## config.mk

```make
export PLATFORM = sky130hd
export DESIGN_NAME = cmac_usplus_0_axis_pkt_mon
export DESIGN_NICKNAME = d
export VERILOG_FILES = /design/src/rtl/cmac_usplus_0_axis_pkt_mon.sv
export SDC_FILE = /design/constraint.sdc
export NUM_CORES = 1
export LEC_CHECK = 0
export CORE_AREA = 2 2 257 259
export CTS_CLUSTER_DIAMETER = 30
export CTS_CLUSTER_SIZE = 10
export DETAILED_ROUTE_END_ITERATION = 8
export DIE_AREA = 0 0 259 261
export GPL_TIMING_DRIVEN = 0
export HOLD_SLACK_MARGIN = 0.15
export PLACE_DENSITY = 0.61
export SLEW_MARGIN = 15
export SYNTH_ARGS = -nofsm -noshare
export SYNTH_HDL_FRONTEND = slang
export SYNTH_SLANG_ARGS = --single-unit
export TNS_END_PERCENT = 20
```

## constraint.sdc

```tcl
create_clock -name aclk -period 6.9 [get_ports aclk]
set_input_delay 1.38 -clock aclk [delete_from_list [all_inputs] [get_ports aclk]]
set_output_delay 1.38 -clock aclk [all_outputs]
set_load 0.01 [all_outputs]
```

## src/rtl/cmac_usplus_0_axis_pkt_mon.sv

```systemverilog
// Receive-side AXI4-Stream packet monitor for the CMAC example design.
// Checks length, keep encoding, MAC error flag and payload of every frame, and keeps counters.
module cmac_usplus_0_axis_pkt_mon #(
    parameter int unsigned PKT_NUM  = 1000,
    parameter int unsigned PKT_SIZE = 522,
    parameter logic [23:0] TIMEOUT  = 24'hFFFFFF
) (
    input  logic         aclk,
    input  logic         aresetn,
    input  logic         rx_axis_tvalid,
    input  logic [511:0] rx_axis_tdata,
    input  logic [63:0]  rx_axis_tkeep,
    input  logic         rx_axis_tlast,
    input  logic         rx_axis_tuser,
    input  logic         stat_rx_aligned,
    input  logic         lbus_tx_rx_restart_in,
    output logic         ctl_rx_enable,
    output logic [15:0]  pkt_ok_cnt,
    output logic [15:0]  pkt_err_cnt,
    output logic [31:0]  byte_cnt,
    output logic         rx_aligned_led,
    output logic         rx_busy_led,
    output logic         rx_done_led,
    output logic         rx_fail_led
);

    localparam logic [13:0] PktSize = 14'(PKT_SIZE);
    localparam logic [16:0] PktNum  = 17'(PKT_NUM);

    typedef enum logic [1:0] {StIdle, StWaitAlign, StRecv, StDone} state_e;

    state_e      state;
    logic        restart_q1;
    logic        restart_q2;
    logic        restart;
    logic [13:0] len_q;
    logic [7:0]  seq_q;
    logic        err_q;
    logic        in_frame_q;
    logic [23:0] idle_q;

    logic        keep_full;
    logic        keep_therm;
    logic        payload_err;
    logic        beat_err;
    logic [6:0]  keep_ones;
    logic [13:0] frame_len;
    logic        frame_bad;
    logic [16:0] pkt_total;
    logic [32:0] byte_sum;

    assign restart = restart_q1 & ~restart_q2;

    // len_q[7:6] is the beat index modulo 4, i.e. bits [7:6] of the frame byte offset.
    always_comb begin
        keep_ones   = '0;
        payload_err = 1'b0;
        for (int k = 0; k < 64; k++) begin
            keep_ones = keep_ones + 7'(rx_axis_tkeep[k]);
            if (rx_axis_tkeep[k] &&
                (rx_axis_tdata[8*k +: 8] != ({len_q[7:6], 6'(k)} ^ seq_q))) begin
                payload_err = 1'b1;
            end
        end
    end

    assign keep_full  = &rx_axis_tkeep;
    assign keep_therm = rx_axis_tkeep[0] &&
                        ((rx_axis_tkeep & (rx_axis_tkeep + 64'd1)) == 64'd0);
    assign beat_err   = payload_err |
                        (rx_axis_tlast ? (~keep_therm | rx_axis_tuser) : ~keep_full);
    assign frame_len  = len_q + 14'(keep_ones);
    assign frame_bad  = err_q | beat_err | (frame_len != PktSize);
    assign pkt_total  = {1'b0, pkt_ok_cnt} + {1'b0, pkt_err_cnt};
    assign byte_sum   = {1'b0, byte_cnt} + 33'(frame_len);

    assign rx_busy_led = (state == StRecv);
    assign rx_done_led = (state == StDone);

    always_ff @(posedge aclk or negedge aresetn) begin
        if (!aresetn) begin
            state          <= StIdle;
            ctl_rx_enable  <= 1'b0;
            pkt_ok_cnt     <= '0;
            pkt_err_cnt    <= '0;
            byte_cnt       <= '0;
            rx_aligned_led <= 1'b0;
            rx_fail_led    <= 1'b0;
            restart_q1     <= 1'b0;
            restart_q2     <= 1'b0;
            len_q          <= '0;
            seq_q          <= '0;
            err_q          <= 1'b0;
            in_frame_q     <= 1'b0;
            idle_q         <= '0;
        end else begin
            restart_q1     <= lbus_tx_rx_restart_in;
            restart_q2     <= restart_q1;
            rx_aligned_led <= stat_rx_aligned;
            if (restart) begin
                state         <= StWaitAlign;
                ctl_rx_enable <= 1'b1;
                pkt_ok_cnt    <= '0;
                pkt_err_cnt   <= '0;
                byte_cnt      <= '0;
                rx_fail_led   <= 1'b0;
                len_q         <= '0;
                seq_q         <= '0;
                err_q         <= 1'b0;
                in_frame_q    <= 1'b0;
                idle_q        <= '0;
            end else begin
                unique case (state)
                    StIdle: begin
                        state         <= StWaitAlign;
                        ctl_rx_enable <= 1'b1;
                    end
                    StWaitAlign: begin
                        idle_q <= '0;
                        if (stat_rx_aligned) begin
                            state <= StRecv;
                        end
                    end
                    StRecv: begin
                        if (rx_axis_tvalid) begin
                            idle_q <= '0;
                            if (rx_axis_tlast) begin
                                if (frame_bad) begin
                                    if (pkt_err_cnt != 16'hFFFF) begin
                                        pkt_err_cnt <= pkt_err_cnt + 16'd1;
                                    end
                                    rx_fail_led <= 1'b1;
                                end else begin
                                    if (pkt_ok_cnt != 16'hFFFF) begin
                                        pkt_ok_cnt <= pkt_ok_cnt + 16'd1;
                                    end
                                    byte_cnt <= byte_sum[32] ? 32'hFFFF_FFFF : byte_sum[31:0];
                                end
                                seq_q      <= seq_q + 8'd1;
                                len_q      <= '0;
                                err_q      <= 1'b0;
                                in_frame_q <= 1'b0;
                            end else begin
                                len_q      <= len_q + 14'd64;
                                err_q      <= err_q | beat_err;
                                in_frame_q <= 1'b1;
                            end
                        end else begin
                            idle_q <= idle_q + 24'd1;
                        end

                        if (!stat_rx_aligned) begin
                            state       <= StWaitAlign;
                            rx_fail_led <= 1'b1;
                            // A tlast in this cycle was already counted above.
                            if (!(rx_axis_tvalid && rx_axis_tlast) &&
                                (in_frame_q || rx_axis_tvalid)) begin
                                if (pkt_err_cnt != 16'hFFFF) begin
                                    pkt_err_cnt <= pkt_err_cnt + 16'd1;
                                end
                                seq_q      <= seq_q + 8'd1;
                                len_q      <= '0;
                                err_q      <= 1'b0;
                                in_frame_q <= 1'b0;
                            end
                        end else if (!rx_axis_tvalid && (idle_q == TIMEOUT - 24'd1)) begin
                            rx_fail_led <= 1'b1;
                            state       <= StDone;
                        end else if (pkt_total >= PktNum) begin
                            state <= StDone;
                        end
                    end
                    StDone: begin
                        state <= StDone;
                    end
                    default: begin
                        state <= StIdle;
                    end
                endcase
            end
        end
    end

endmodule

```

==> results of run 1 <==
==> sequential cells by signal (all words and copies together), names as in the netlist <==
register        flops
ctl_rx_enable       1
state               2
restart_q2          1
in_frame_q          1
restart_q1          1
len_q              14
rx_fail_led         1
seq_q               8
idle_q             24
rx_aligned_led      1
err_q               1
byte_cnt           32
pkt_ok_cnt         16
pkt_err_cnt        16
==> power by group through the flow <==
stage               registers, W  logic [W]  clock network, W
floorplan               0.000724    0.00444                 0
detailed placement      0.000727    0.00588                 0
global placement        0.000727    0.00579                 0
global route            0.000715    0.00771           0.00101
finish                  0.000715    0.00688          0.000966
CTS                     0.000714    0.00605          0.000975
==> worst max path at each step <==
stage	to	slack (ns)
finish	byte_cnt[18]	-2.13
floorplan	byte_cnt[17]	-1.99
detailed placement	byte_cnt[27]	-3.56
global placement	byte_cnt[17]	-3.54
CTS	pkt_err_cnt[4]	-2.14
global route	byte_cnt[18]	-2.33
==> critical path, delay by kind of cell <==
| family | cells | cell delay [ns] |
|---|---|---|
| buffers and inverters | 8 | 0.80 |
| AO/OA/AOI/OAI | 7 | 1.52 |
| AND/OR/NAND/NOR | 3 | 0.63 |
| adder cells (fa/ha/maj) | 11 | 4.98 |
| multiplexers | 1 | 0.06 |
==> what timing repair did <==
| item | in CTS | in global routing |
|---|---|---|
| pin swaps | 16 | 37 |
| endpoints found under the setup margin | 65 | 65 |
| buffers inserted | 15 | 16 |
| resized for setup | 259 | 83 |
| gates cloned | 2 | 1 |
==> stage by stage <==
step,total power [W],setup TNS (ns),std cells
3_3_place_gp,0.00651,-300.57,3556
4_1_cts,0.00774,-124.96,3606
5_1_grt,0.00943,-135.59,3634
2_1_floorplan,0.00516,-107.07,2042
6_report,0.00856,-120.64,3640
3_5_place_dp,0.00661,-216.31,3558
==> metal layers <==
| metal | wire [um] | vias to the layer above | global-route usage [%] |
|---|---|---|---|
| met5 | 240 | - | 0 |
| met4 | 3550 | 38 | 9.02 |
| met3 | 10200 | 180 | 9.81 |
| met2 | 47400 | 880 | 48.0 |
| met1 | 38800 | 9166 | 33.5 |
| li1 | - | 8662 | - |
==> layout make-up <==
cell class,count,area share [%]
Antenna cell,18,0.174
Buffer,98,2.18
Clock buffer,20,1.80
Clock inverter,11,0.575
Inverter,108,1.56
Multi-Input combinational cell,1717,51.5
Sequential cell,119,11.5
Tap cell,864,4.17
Timing Repair Buffer,685,26.6
==> synthesized netlist by cell type (19+ instances only) <==
library cell	instances
a21oi_1	65
and2_1	25
and3_1	42
buf_2	48
clkbuf_1	32
dfrtp_1	119
fa_1	58
ha_1	65
inv_1	108
nand2_1	173
nand3_1	60
nand4_1	138
nor2_1	106
nor3_1	45
nor4_1	19
o21ai_0	63
o41ai_1	66
xnor2_1	348
xor2_1	212
==> logic make-up (layout without fill, tap and decap cells) <==
logic type               count (synthesis)  in the layout
adder cells (fa/ha/maj)                123            123
flip-flops                             119            119
buffers and inverters                  206            922
multiplexers                            10             10
XOR/XNOR                               562            562
AO/OA/AOI/OAI                          335            335
other                                    0             18
AND/OR/NAND/NOR                        687            687
==> flow_summary_export.csv, run 1 <==
group,metric,value,unit
clocking,clkTransAtPathRegs,0.06,ns
die,die_area,67600,sq um
clocking,tritoncts,"done",
drt,ant_nets,0,
status,violations,"setup timing",
cells_and_area,multi_input_area,13300,sq um
logic_synthesis,ys_top_cells_by_area,"xnor2_1 18%, dfrtp_1 18%, xor2_1 11%",
die,io_pins,652,
sta,finalMaxSlewViolations,0,
global_routing,antenna_found_initial,38,
logic_synthesis,synth_nets,2748,
worst_setup_path,reg2reg_depth,26,
global_routing,grt_max_degree,78,
place,dp.final_hpwl,83900,um
place,dpl_cell_area,24500,sq um
drt,drtPass1Iterations,8,
drt,drc_errors,0,
drt,routedWlPerCell,27.5,um
global_routing,grt_pass1_wl,136000,um
place,gp_congestion,0.970,
logic_synthesis,synth_cells,2042,
cells_and_area,final_common_cell,"clkdlybuf4s50_1",
sta,hold_viol,0,
worst_setup_path,path_common_cell,"fa_1",
cells_and_area,drive_gt1_share,9.28,%
sta,finalCritPeriodShare,131,%
drt,wirelength,100000,um
pwr,p_seq_share,8.3,%
global_routing,overflow,0,
die,die_w,259,um
logic_synthesis,synth_simple_gate_area_share,21.2,%
sta,worstMarginPinSlew,1.08,ns
logic_synthesis,ys_async_sr_fraction,100,%
worst_setup_path,r2r_start,"len_q[0]",
pwr,clkPwrFrac,11.3,%
job,max_cap_viol_count,0,
logic_synthesis,synth.mux.area_fraction,0.594,%
sta,fin_ws,-2.13,ns
clocking,cts_buffers,17,
worst_setup_path,crit_type,"input port to flop",
drt,first_iter_violations,1654,
logic_synthesis,synth_top_area_share,18.1,%
die,initial_core_util,25.9,%
worst_hold_path,hold_class,"flop to flop",
worst_setup_path,r2r_slack,-0.86,ns
sta,relSlewSlack,27.0,%
clocking,cts.sinks,119,
pwr,combPwrFrac,80.4,%
global_routing,grt_usage,28.3,%
sta,hold_ws,0.416,ns
die,core,65000,sq um
sta,rsz0062_at_grt,"yes",
logic_synthesis,synth_xor_xnor_area_share,29.5,%
sta,fin_crit,9.03,ns
cells_and_area,seqCellArea,2980,sq um
clocking,cts_hold_buf,0,
clocking,htree_levels,4,
pwr,p_leak,10.6,nW
cells_and_area,fillers,6716,
place,port-buffer-count,650,
logic_synthesis,syn_area,16800,sq um
logic_synthesis,synth_fa_ha_area_share,11.7,%
sta,fin_skew,0.0182,ns
worst_hold_path,whs_path_depth,0,
worst_setup_path,crit_arrival,9.39,ns
die,rows,94,
logic_synthesis,yosys_register_bits,119,
logic_synthesis,avgSynthCellArea,8.25,sq um
clocking,clk_latency,0.46,ns
logic_synthesis,ys.flop_type,"dfrtp_1",
worst_setup_path,regToRegEndpoint,"byte_cnt[18]",
worst_setup_path,path_max_fanout,5,
worst_hold_path,hold_start,"restart_q1",
cells_and_area,layout_common_cells,"607 x clkdlybuf4s50_1, 346 x xnor2_1, 212 x xor2_1, 168 x nand2_1, 138 x nand4_1",
die,dieHeight,261,um
cells_and_area,area_growth,53.9,%
worst_setup_path,slowest_delay,0.57,ns
status,status,"complete, but fails checks",
pwr,p_sw_share,47.6,%
worst_setup_path,cpMaxStageDelayCell,"fa_1",
logic_synthesis,ys_warn_count,0,
global_routing,grt_pass1_vias,18137,
logic_synthesis,yosysTopAreaCell,"xnor2_1",
worst_setup_path,worstSetupStartpointType,"input port",
worst_hold_path,hold_end,"restart_q2",
drt,vias,18926,
clocking,clock_path_buffers,2,
cells_and_area,final_nets,3452,
pwr,powerDensity,330,nW/um^2
logic_synthesis,yosysUniqueCellTypes,75,
logic_synthesis,synth_enable_flop_cells,0,
clocking,clock_tree.root_cell,"clkbuf_16",
pwr,peakVddDrop,1190,uV
logic_synthesis,ys_seq_area_share,17.7,%
pwr,p_int,0.00448,W
sta,fmax,0.111,GHz
worst_setup_path,required,7.26,ns
cells_and_area,fin_area,25900,sq um
logic_synthesis,synth_top_family_by_area,"XOR/XNOR gates",
place,pre_cts_ws,-3.56,ns
worst_setup_path,cp-startpoint,"rx_axis_tkeep[13]",
drt,vias_per_cell,5.20,
pwr,p_sw,0.00408,W
sta,setup_violations,65,
cells_and_area,utilization,39.8,%
worst_setup_path,crit_path_end_kind,"flop",
logic_synthesis,synth_compound_area_share,13.9,%
No activity file was read; power rests on OpenSTA's default activity.
==> run 2, diff against run 1 <==
- PLACE_DENSITY: 0.61 -> 0.64
==> flow_summary_export.csv, run 2 (same netlist as run 1, synthesis figures left out) <==
group,metric,value,unit
status,status,"complete, but fails checks",
status,violations,"setup timing",
pwr,p_sw_share,48.4,%
drt,drtPass1Iterations,6,
drt,first_iter_violations,1545,
global_routing,grt_use_met1,33.7,%
cells_and_area,final_common_cell,"clkdlybuf4s50_1",
worst_setup_path,crit_buf_inv,8,
worst_setup_path,path_common_cell,"fa_1",
die,die_w,259,um
pwr,combPwrFrac,81.9,%
drt,vias,19130,
sta,finalCritPeriodShare,131,%
cells_and_area,largestRegisters,"byte_cnt x32, idle_q x24",
die,dieHeight,261,um
place,dp.final_hpwl,84800,um
sta,fin_crit,9.03,ns
place,port-buffer-count,650,
worst_setup_path,crit_family,"adder cells",
cells_and_area,final_nets,3463,
cells_and_area,largest_register_ffs,32,
clocking,cts.sinks,119,
worst_setup_path,path_max_fanout,8,
die,die_area,67600,sq um
global_routing,grt_usage,28.9,%
pwr,p_seq_share,7.9,%
clocking,clk_latency,0.45,ns
worst_setup_path,cpMaxStageDelayCell,"clkdlybuf4s15_1",
global_routing,grtUsageMet3,10.7,%
drt,ant_nets,0,
sta,setup_violations,65,
worst_setup_path,slowest_delay,0.54,ns
global_routing,grt_max_degree,71,
worst_hold_path,hold_class,"flop to flop",
cells_and_area,fillers,6721,
sta,relSlewSlack,13.3,%
clocking,clock_path_buffers,2,
cells_and_area,layout_common_cells,"607 x clkdlybuf4s50_1, 346 x xnor2_1, 211 x xor2_1, 167 x nand2_1, 138 x nand4_1",
sta,finalMaxSlewViolations,0,
cells_and_area,drive_gt1_share,9.86,%
pwr,p_int,0.00466,W
job,max_cap_viol_count,0,
sta,worstMarginPinSlew,1.29,ns
clocking,tritoncts,"done",
worst_setup_path,crit_type,"input port to flop",
pwr,powerDensity,348,nW/um^2
drt,wirelength,102000,um
cells_and_area,regMostFlops,"byte_cnt",
clocking,cts_buffers,17,
pwr,p_sw,0.00437,W
drt,drc_errors,0,
sta,fin_ws,-2.13,ns
pwr,clkPwrFrac,10.2,%
global_routing,antenna_found_initial,54,
global_routing,grt_pass1_vias,18383,
worst_setup_path,worstSetupStartpointType,"input port",
worst_setup_path,cp-startpoint,"rx_axis_tkeep[48]",
global_routing,grt_pass1_wl,138000,um
worst_setup_path,crit_path_end_kind,"flop",
drt,vias_per_cell,5.23,
die,io_pins,652,
place,dpl_cell_area,24500,sq um
global_routing,top_usage_layer,"met2",
clocking,htree_levels,4,
sta,hold_viol,0,
die,initial_core_util,25.9,%
clocking,cts_hold_buf,0,
sta,fmax,0.111,GHz
global_routing,overflow,0,
cells_and_area,area_growth,54.0,%
drt,routedWlPerCell,27.9,um
worst_setup_path,crit_arrival,9.33,ns
sta,fin_skew,0.0125,ns
clocking,clkTransAtPathRegs,0.07,ns
clocking,clock_tree.root_cell,"clkbuf_16",
cells_and_area,fin_area,25900,sq um
sta,hold_ws,0.445,ns
die,rows,94,
worst_setup_path,required,7.20,ns
sta,rsz0062_at_grt,"yes",
worst_hold_path,hold_start,"restart_q1",
global_routing,grt_use_met2,48.5,%
place,gp_congestion,0.986,
worst_setup_path,r2r_start,"len_q[0]",
die,core,65000,sq um
pwr,p_leak,10.6,nW
pwr,peakVddDrop,1410,uV
-- run 2: layer usage --
layer	share of wire (%)	routed length, um	up-vias
met5	0.30	305	-
met4	3.6	3670	48
met3	10	10600	209
met2	47	48100	961
met1	38	39200	9214
li1	-	-	8698
-- run 2: per-stage QoR --
| stage | util (%) | setup TNS, ns | std cells | total power, W | worst slack, ns |
|---|---|---|---|---|---|
| 2_1_floorplan | - | -107.07 | 2042 | 0.00516 | -1.99 |
| 3_3_place_gp | 37.6 | -291.57 | 3556 | 0.00644 | -3.49 |
| 3_5_place_dp | 37.7 | -216.63 | 3558 | 0.00655 | -3.57 |
| 4_1_cts | 39.3 | -117.54 | 3619 | 0.00810 | -2.03 |
| 5_1_grt | 39.8 | -137.87 | 3647 | 0.00980 | -2.32 |
| 6_report | 39.9 | -124.01 | 3657 | 0.00903 | -2.13 |
-- run 2: worst paths after layout --
check | slack, ns | to | cells past startpoint
min reg2reg | 0.44 | restart_q2 | 0
max reg2reg | -0.83 | byte_cnt[16] | 26
min in group asynchronous | 0.87 | byte_cnt[16] | 1
max | -2.13 | byte_cnt[16] | 31
min | 0.44 | restart_q2 | 0
max in group asynchronous | 5.27 | idle_q[6] | 2
-- run 2: worst register-to-register path, cell delays in order (launching register included) --
cell,delay (ns)
dfrtp_1,0.40
fa_1,0.52
fa_1,0.55
fa_1,0.46
fa_1,0.50
fa_1,0.52
inv_1,0.05
fa_1,0.51
fa_1,0.44
fa_2,0.37
fa_2,0.37
nand2b_4,0.18
a21oi_4,0.14
o22a_1,0.23
a21oi_2,0.10
xnor2_2,0.21
ha_4,0.25
and2_4,0.16
o21ai_4,0.14
o31ai_4,0.10
o41a_1,0.33
a311o_1,0.32
nand4_1,0.12
buf_6,0.16
clkbuf_8,0.17
and4b_1,0.23
nor3_2,0.05
-- run 2: what timing repair did --
action / in CTS / in global routing
pin swaps: 27 / 24
buffers inserted: 27 / 15
setup endpoints to repair: 65 / 65
resized for setup: 280 / 55
cloned: 3 / 1
-- run 2: area by class of cell --
type                    count  area [sq um]  share of cell area, %
clock buffers              18           429                   1.65
clock inverters            14           149                  0.574
diodes                     23          57.6                  0.222
flip-flops and latches    119          2980                   11.5
repair buffers            696          6940                   26.8
multi-input cells        1717         13300                   51.4
plain buffers              98           563                   2.17
inverters                 108           405                   1.56
well taps                 864          1080                   4.17
-- run 2: power by group through the flow --
stage,logic (W),registers (W),clock network (W)
floorplan,0.00444,0.000724,0
global placement,0.00571,0.000727,0
detailed placement,0.00582,0.000727,0
CTS,0.00646,0.000714,0.000931
global route,0.00813,0.000715,0.000955
finish,0.00739,0.000715,0.000921
